<file path="src/rtl/cc_speedtimer_multi_if.sv">
// Control and tick bundle for the multi-channel lane speed timer.
// Limits are packed: channel k occupies limit[k*DATAWIDTH +: DATAWIDTH].
`timescale 1ns/1ps
interface cc_speedtimer_multi_if #(
  parameter int CHANNELS  = 4,
  parameter int DATAWIDTH = 16
);
  logic [CHANNELS*DATAWIDTH-1:0] limit;
  logic                          load;
  logic [CHANNELS-1:0]           enable;
  logic                          pause;
  logic                          sync;
  logic [CHANNELS-1:0]           t0_n;

  modport master (
    output limit, load, enable, pause, sync,
    input  t0_n
  );

  modport slave (
    input  limit, load, enable, pause, sync,
    output t0_n
  );
endinterface

</file>
<file path="src/rtl/cc_speedtimer_multi.sv">
// Multi-channel speed timer for lane objects. Each channel counts run
// cycles up to its own active limit and emits a one-cycle active-low tick
// on wrap, so the tick period is active+1 run cycles. New limits land in a
// shadow register and only become active at wrap, enable-off, stall (limit
// 0) or sync, which keeps cnt <= active and avoids mid-period glitches.
// Optional feature macro: CC_SPEEDTIMER_PRESCALER_EN divides the run
// strobe by PRESCALE; without it every unpaused cycle is a run cycle.
`timescale 1ns/1ps
module cc_speedtimer_multi #(
  parameter int CHANNELS  = 4,
  parameter int DATAWIDTH = 16,
  parameter int PRESCALE  = 4
) (
  input  logic                  CC_SPEEDTIMER_CLOCK_50,
  input  logic                  CC_SPEEDTIMER_RESET_InHigh,
  cc_speedtimer_multi_if.slave  bus
);

  typedef logic [DATAWIDTH-1:0] word_t;

  // What a channel does on the next edge, in priority order
  typedef enum logic [1:0] {
    ACT_RESTART,  // sync, disabled or stalled: clear count, take new limit
    ACT_HOLD,     // no run strobe: freeze count and limit
    ACT_WRAP,     // count reached limit: clear, take new limit, tick
    ACT_COUNT     // advance count
  } act_e;

  if (CHANNELS < 1 || CHANNELS > 16) begin : g_bad_channels
    $error("cc_speedtimer_multi: CHANNELS must be 1..16");
  end
  if (PRESCALE < 2 || PRESCALE > 255) begin : g_bad_prescale
    $error("cc_speedtimer_multi: PRESCALE must be 2..255");
  end

  logic clk;
  logic rst;
  assign clk = CC_SPEEDTIMER_CLOCK_50;
  assign rst = CC_SPEEDTIMER_RESET_InHigh;

  word_t               cnt        [CHANNELS];
  word_t               shadow     [CHANNELS];
  word_t               active     [CHANNELS];
  word_t               newlim     [CHANNELS];
  word_t               cnt_nxt    [CHANNELS];
  word_t               active_nxt [CHANNELS];
  act_e                act        [CHANNELS];
  logic [CHANNELS-1:0] t0_n;
  logic [CHANNELS-1:0] t0_nxt;
  logic                strobe;
  logic                run;

`ifdef CC_SPEEDTIMER_PRESCALER_EN
  localparam logic [7:0] PRE_LAST = 8'(PRESCALE - 1);

  logic [7:0] prescale_cnt;

  // Run-strobe divider; frozen while paused so its phase survives a pause
  always_ff @(posedge clk) begin
    if (rst || bus.sync) begin
      prescale_cnt <= '0;
    end else if (!bus.pause) begin
      prescale_cnt <= (prescale_cnt == PRE_LAST) ? 8'd0 : prescale_cnt + 8'd1;
    end
  end

  assign strobe = (prescale_cnt == PRE_LAST);
`else
  assign strobe = 1'b1;
`endif

  assign run = !bus.pause && strobe;

  // A load in the same cycle as a limit update bypasses the shadow register
  always_comb begin
    for (int k = 0; k < CHANNELS; k++) begin
      newlim[k] = bus.load ? bus.limit[k*DATAWIDTH +: DATAWIDTH] : shadow[k];
    end
  end

  // Decode each channel's action from the priority chain
  always_comb begin
    for (int k = 0; k < CHANNELS; k++) begin
      act[k] = ACT_COUNT;
      if (bus.sync || !bus.enable[k] || (active[k] == '0)) begin
        act[k] = ACT_RESTART;
      end else if (!run) begin
        act[k] = ACT_HOLD;
      end else if (cnt[k] == active[k]) begin
        act[k] = ACT_WRAP;
      end
    end
  end

  // Next count, next active limit and next tick level per channel
  always_comb begin
    t0_nxt = '1;
    for (int k = 0; k < CHANNELS; k++) begin
      cnt_nxt[k]    = cnt[k];
      active_nxt[k] = active[k];
      case (act[k])
        ACT_RESTART: begin
          cnt_nxt[k]    = '0;
          active_nxt[k] = newlim[k];
        end
        ACT_WRAP: begin
          cnt_nxt[k]    = '0;
          active_nxt[k] = newlim[k];
          t0_nxt[k]     = 1'b0;
        end
        ACT_COUNT: begin
          cnt_nxt[k] = cnt[k] + DATAWIDTH'(1);
        end
        default: begin
        end
      endcase
    end
  end

  // Channel state registers; ticks idle high
  always_ff @(posedge clk) begin
    if (rst) begin
      for (int k = 0; k < CHANNELS; k++) begin
        cnt[k]    <= '0;
        active[k] <= '0;
      end
      t0_n <= '1;
    end else begin
      for (int k = 0; k < CHANNELS; k++) begin
        cnt[k]    <= cnt_nxt[k];
        active[k] <= active_nxt[k];
      end
      t0_n <= t0_nxt;
    end
  end

  // Shadow limits: every channel captures its bus slice on a load strobe
  always_ff @(posedge clk) begin
    if (rst) begin
      for (int k = 0; k < CHANNELS; k++) begin
        shadow[k] <= '0;
      end
    end else if (bus.load) begin
      for (int k = 0; k < CHANNELS; k++) begin
        shadow[k] <= bus.limit[k*DATAWIDTH +: DATAWIDTH];
      end
    end
  end

  assign bus.t0_n = t0_n;

endmodule

</file>
<file path="src/flat_wrapper.sv">
// flat-port wrapper written by rule: the top's interface ports become plain ports
module cc_speedtimer_multi_flat 
#(
  parameter int CHANNELS  = 4,
  parameter int DATAWIDTH = 16,
  parameter int PRESCALE  = 4
)
  (CC_SPEEDTIMER_CLOCK_50, CC_SPEEDTIMER_RESET_InHigh, bus_limit, bus_load, bus_enable, bus_pause, bus_sync, bus_t0_n);
  cc_speedtimer_multi_if #(.CHANNELS(CHANNELS), .DATAWIDTH(DATAWIDTH)) bus_i ();
  input  logic CC_SPEEDTIMER_CLOCK_50;
  input  logic CC_SPEEDTIMER_RESET_InHigh;
  input wire logic [$bits(bus_i.limit)-1:0] bus_limit;
  input wire logic [$bits(bus_i.load)-1:0] bus_load;
  input wire logic [$bits(bus_i.enable)-1:0] bus_enable;
  input wire logic [$bits(bus_i.pause)-1:0] bus_pause;
  input wire logic [$bits(bus_i.sync)-1:0] bus_sync;
  output wire logic [$bits(bus_i.t0_n)-1:0] bus_t0_n;
  assign bus_i.limit = bus_limit;
  assign bus_i.load = bus_load;
  assign bus_i.enable = bus_enable;
  assign bus_i.pause = bus_pause;
  assign bus_i.sync = bus_sync;
  assign bus_t0_n = bus_i.t0_n;
  cc_speedtimer_multi #(.CHANNELS(CHANNELS), .DATAWIDTH(DATAWIDTH), .PRESCALE(PRESCALE)) u_core (.CC_SPEEDTIMER_CLOCK_50(CC_SPEEDTIMER_CLOCK_50), .CC_SPEEDTIMER_RESET_InHigh(CC_SPEEDTIMER_RESET_InHigh), .bus(bus_i));
endmodule
</file>
<file path="config.mk">
export PLATFORM = sky130hd
export DESIGN_NAME = cc_speedtimer_multi_flat
export DESIGN_NICKNAME = d
export VERILOG_FILES = /design/src/rtl/cc_speedtimer_multi_if.sv /design/src/rtl/cc_speedtimer_multi.sv /design/src/flat_wrapper.sv
export SDC_FILE = /design/constraint.sdc
export NUM_CORES = 1
export LEC_CHECK = 0
export CAP_MARGIN = 10
export CORE_ASPECT_RATIO = 1.5
export CORE_MARGIN = 8
export CORE_UTILIZATION = 34
export CTS_BUF_LIST = sky130_fd_sc_hd__clkbuf_16
export DETAILED_ROUTE_END_ITERATION = 10
export SLEW_MARGIN = 20
export SYNTH_ARGS = -nofsm -noshare
export SYNTH_HDL_FRONTEND = slang
export SYNTH_SLANG_ARGS = --single-unit
</file>
<file path="constraint.sdc">
create_clock -name CC_SPEEDTIMER_CLOCK_50 -period 3.3 [get_ports CC_SPEEDTIMER_CLOCK_50]
set_clock_uncertainty 0.1 [all_clocks]
set_input_delay 0.495 -clock CC_SPEEDTIMER_CLOCK_50 [delete_from_list [all_inputs] [get_ports CC_SPEEDTIMER_CLOCK_50]]
set_output_delay 0.495 -clock CC_SPEEDTIMER_CLOCK_50 [all_outputs]
set_load 0.02 [all_outputs]
</file>
# [Word level (Yosys, flattened, before mapping)]
# Memories as Yosys holds them, arrays and structs flattened.
# Index checks and enable logic that the tools add are counted.
[word_totals] in_bits=73 n_memories=3 ff_bits=4 ramBits=192
[memory_table] memory="u_core.active" depth=4 width=16 read_ports=4 rd_ports_with_merged_regs=0 wr=4 line_no="cc_speedtimer_multi.sv:43" source="word_t active [CHANNELS];"
[memory_table] memory="u_core.cnt" depth=4 width=16 read_ports=4 rd_ports_with_merged_regs=0 wr=4 line_no="cc_speedtimer_multi.sv:41" source="word_t cnt [CHANNELS];"
[memory_table] memory="u_core.shadow" depth=4 width=16 read_ports=4 rd_ports_with_merged_regs=0 wr=4 line_no="cc_speedtimer_multi.sv:42" source="word_t shadow [CHANNELS];"
[classes] reduce_logical=24 bitwise_logic=12 addsub=4 eq_ne=12 mux=46
[ops] op="2-to-1 mux 16 bit" count=20
[ops] op="one-hot mux 16 bit (2 select lines)" count=4
[ops] op="adder 16 x 1 -> 16 bit (second input constant)" count=4
[ops] op="== test 16 bit" count=4
[ops] op="logical NOT 16 bit" count=4
[ops] op="== test 2 bit (second input constant)" count=8
[ops] op="2-to-1 mux 2 bit" count=8
[ops] op="2-to-1 mux 1 bit" count=14
[ops] op="bitwise OR 1 bit" count=12
[ops] op="logical NOT 2 bit" count=4
[ops] op="logical OR 1 bit" count=8
[ops] op="OR reduction 2 bit" count=4
[ops] op="logical NOT 1 bit" count=4

# [Depth between registers and ports, before layout]
# An unclocked memory read counts as a cell.
[depth] word_depth=9 depth_mapped=8

# [Worst setup path after synthesis]
# OpenSTA, ideal clock, no wires.
[synth_timing] path_kind="input to register" from="input bus_load" to="memory u_core.shadow[0][0] (netlist bit), enable pin" setup_time_ps=394 stages=4 t_arrival_ps=2091 slack_ps=715 required_time_ps=2806 path_buffers=3 cell_sequence="clkbuf_1 clkbuf_1 clkbuf_1 or2_2"
[synth_rtl] element="start: declaration" line_no="flat_wrapper.sv:13" source="input wire logic [$bits(bus_i.load)-1:0] bus_load;"
[synth_rtl] element="end: declaration" line_no="cc_speedtimer_multi.sv:42"

==> impl_metrics.tcl <==
set metrics [dict create \
    cts_max_path_buffers 2 \
    fp.dieH_microns 220 \
    max_stage_delay_ps 610 \
    final_area_sq_um 11100 \
    crit_family "simple AND/OR/NAND/NOR gates" \
    setup_violations 0 \
    ant_nets 0 \
    cts_setup_buffers 0 \
    drc_errors 0 \
    reg2reg_slack_ps 750 \
    netlist_instances 949 \
    track_usage 0.135 \
    placed_cell_area_sq_um 10500 \
    wl_microns 22200 \
    r2r_cells 6 \
    gp_congestion 0.794 \
    nets 1087 \
    worst_ep_arrival_time_ps 2790 \
    critPathSlowestCell "or4_1" \
    path_clk_slew_ps 70 \
    path_cells "or4_1 > nor4_4 > or3b_1 > buf_4 > a211oi_1 > a311oi_2" \
    synth_cell_types 47 \
    hold_path_class "flop to flop" \
    fill_cells 2705 \
    firstDrtPassIters 4 \
    post_drt_wl_per_cell_microns 16.2 \
    maxCapViolCount 0 \
    gr-total-overflow 0 \
    htreeDepth 4 \
    yosysTopAreaCell "dfxtp_1" \
    tightest_slew_ps 698 \
    powerDensity_nw_per_um2 485 \
    syn_nets 1026 \
    min-delay-start "u_core.cnt[0][63]" \
    synth_top_area_frac 0.281 \
    path_buf_inv 1 \
    io_buffers 76 \
    dpl.hpwl_microns 15700 \
    cp.depth 6 \
    vias_per_cell 5.22 \
    grt_pass1_wl_microns 37500 \
    synth_area_per_cell_sq_um 9.91 \
    p_leak_nw 3.72 \
    rsz0062_at_grt "false" \
    regArea_sq_um 4560 \
    die-width_microns 152 \
    cp.required_ps 3550 \
    vdd_drop_max_mv 0.373 \
    antenna_found_initial 0 \
    grt_max_degree 65 \
    synth_seq_area_share 0.485 \
    crit_end "u_core.active[0][6]" \
    ys_ff_latch 196 \
    cts_resized 0 \
    clock_latency_ps 440 \
    fin_crit_sh 0.771 \
    multi_input_area_sq_um 4570 \
    reg2reg_from "u_core.active[0][15]" \
    layout_min_cycle_time_ps 2550 \
    numCtsBuffers 17 \
    drt_iter0_drc 422 \
    r2r_end "u_core.active[0][6]" \
    fp.dieArea_sq_um 33400 \
    netlist_area_sq_um 9410 \
    crit_fanout 13 \
    start_kind "flop" \
    area_growth_pct 17.9 \
    maxSlewViolCount 0 \
    crit_type "flop to flop" \
    finalHoldViolCount 0 \
    finalSetupTns_ps 0 \
    root_buffer "clkbuf_16" \
    rows 74 \
    grt_pass1_vias 7281 \
    relSlewSlack 0.535 \
    max_freq_mhz 393 \
    drive_gt1_frac 0.0753 \
    status "finished, final reports clean" \
    cts.sinks 196 \
    critical_path.startpoint "u_core.active[0][15]" \
    synth.area.top_cells "dfxtp_1 28%, edfxtp_1 20%, xnor2_1 7.4%" \
    diodes 0 \
    ys_warn_count 0 \
    core-area_sq_um 27200 \
    io_pins 77 \
    vias 7132 \
    end_kind "flop" \
    cts_tree "done" \
    initial_core_util 0.346 \
    cts-hold-fix-buffers 0 \
]
cells in the mapped netlist, drive strengths merged:
| master | instances |
|---|---|
| or3b | 2 |
| clkbuf | 43 |
| o21ai | 9 |
| or4 | 5 |
| nand3 | 24 |
| xor2 | 35 |
| a21oi | 9 |
| a211oi | 70 |
| and2 | 10 |
| nor3b | 7 |
| nand4 | 35 |
| nor4 | 13 |
| nor4b | 4 |
| nand3b | 2 |
| inv | 1 |
| o41a | 1 |
| a21o | 4 |
| edfxtp | 64 |
| a211o | 4 |
| and3 | 12 |
| a311oi | 58 |
| nand4b | 1 |
| xnor2 | 80 |
| dfxtp | 132 |
| and4 | 8 |
| mux2i | 10 |
| nor2 | 119 |
| or3 | 9 |
| nand2b | 61 |
| nor3 | 20 |
| nand2 | 75 |
| ha | 4 |
| or2 | 1 |
| nor2b | 2 |
| buf | 15 |
report_power, final:
part / internal (mW) / switching, mW
logic: 0.278 / 0.329
registers: 2.63 / 0.0937
clock network: 1.15 / 0.901
placed cells by master (no fill, tap or decap), types with 3 or more instances in the layout:
| cell | n |
|---|---|
| dfxtp_1 | 132 |
| nor2_1 | 119 |
| xnor2_1 | 80 |
| nand2_1 | 75 |
| clkdlybuf4s50_1 | 74 |
| a211oi_1 | 67 |
| edfxtp_1 | 64 |
| nand2b_1 | 61 |
| a311oi_1 | 51 |
| nand4_1 | 35 |
| xor2_1 | 35 |
| buf_4 | 25 |
| nand3_1 | 24 |
| clkbuf_16 | 18 |
| nor4_1 | 12 |
| and3_1 | 12 |
| nor3_1 | 12 |
| and2_1 | 10 |
| mux2i_1 | 10 |
| o21ai_0 | 9 |
| or3_1 | 9 |
| a21oi_1 | 9 |
| nor3_2 | 8 |
| and4_1 | 8 |
| a311oi_2 | 7 |
| nor3b_1 | 6 |
| inv_1 | 6 |
| nor4b_1 | 4 |
| ha_1 | 4 |
| or4_1 | 3 |
| a211oi_2 | 3 |
| a21o_1 | 3 |
| a211o_1 | 3 |
state kept, by name, indices dropped and copies added, names as in the netlist:
| register | flops |
|---|---|
| u_core.active | 64 |
| u_core.bus.t0_n | 4 |
| u_core.cnt | 64 |
| u_core.shadow | 64 |
layout make-up:
cell class                      count  area share
Clock buffer                       18      0.0406
Clock inverter                     14      0.0111
Inverter                            1    0.000338
Multi-Input combinational cell    694       0.412
Sequential cell                   196       0.412
Tap cell                          342      0.0386
Timing Repair Buffer              100      0.0855
metal layers:
layer / up-vias / GRT usage / wire length (microns)
met5: - / 0 / 0
met4: 0 / 0.0533 / 410
met3: 26 / 0.0205 / 463
met2: 108 / 0.236 / 11100
met1: 3401 / 0.164 / 10100
li1: 3597 / - / -
cells by family (layout without fill, tap and decap cells):
family | Yosys count | count (layout) | synth area share
muxes | 10 | 10 | 0.0106
AOI/OAI and AO/OA | 155 | 155 | 0.135
DFF | 196 | 196 | 0.485
buffers and inverters | 59 | 133 | 0.0287
and+or+nand+nor | 410 | 410 | 0.228
xor gates and xnor gates | 115 | 115 | 0.107
adders and majority gates | 4 | 4 | 0.00532
through the flow:
step | cells | setup slack, ps | total power [mW] | util | hold WS, ps
2_1_floorplan | 949 | 715 | 3.16 | - | 370
3_3_place_gp | 1333 | 447 | 3.38 | 0.386 | 395
3_5_place_dp | 1333 | 407 | 3.39 | 0.386 | 415
4_1_cts | 1365 | 716 | 5.45 | 0.407 | 426
5_1_grt | 1365 | 557 | 5.60 | 0.407 | 440
6_report | 1365 | 755 | 5.38 | 0.407 | 430
worst min path at each step:
| stage | end | depth (start not counted) | slack [ps] |
|---|---|---|---|
| 2_1_floorplan | u_core.cnt[0][63] | 2 | 370 |
| 3_3_place_gp | u_core.cnt[0][63] | 2 | 390 |
| 3_5_place_dp | u_core.cnt[0][62] | 2 | 410 |
| 4_1_cts | u_core.cnt[0][62] | 2 | 430 |
| 5_1_grt | u_core.cnt[0][63] | 2 | 440 |
| 6_report | u_core.cnt[0][63] | 2 | 430 |
worst reg2reg max path: stages (launching register included):
cell	delay, ps
dfxtp_1	350
or4_1	610
nor4_4	340
or3b_1	510
buf_4	250
a211oi_1	60
a311oi_2	240
Power figures use the tool's default switching activity.
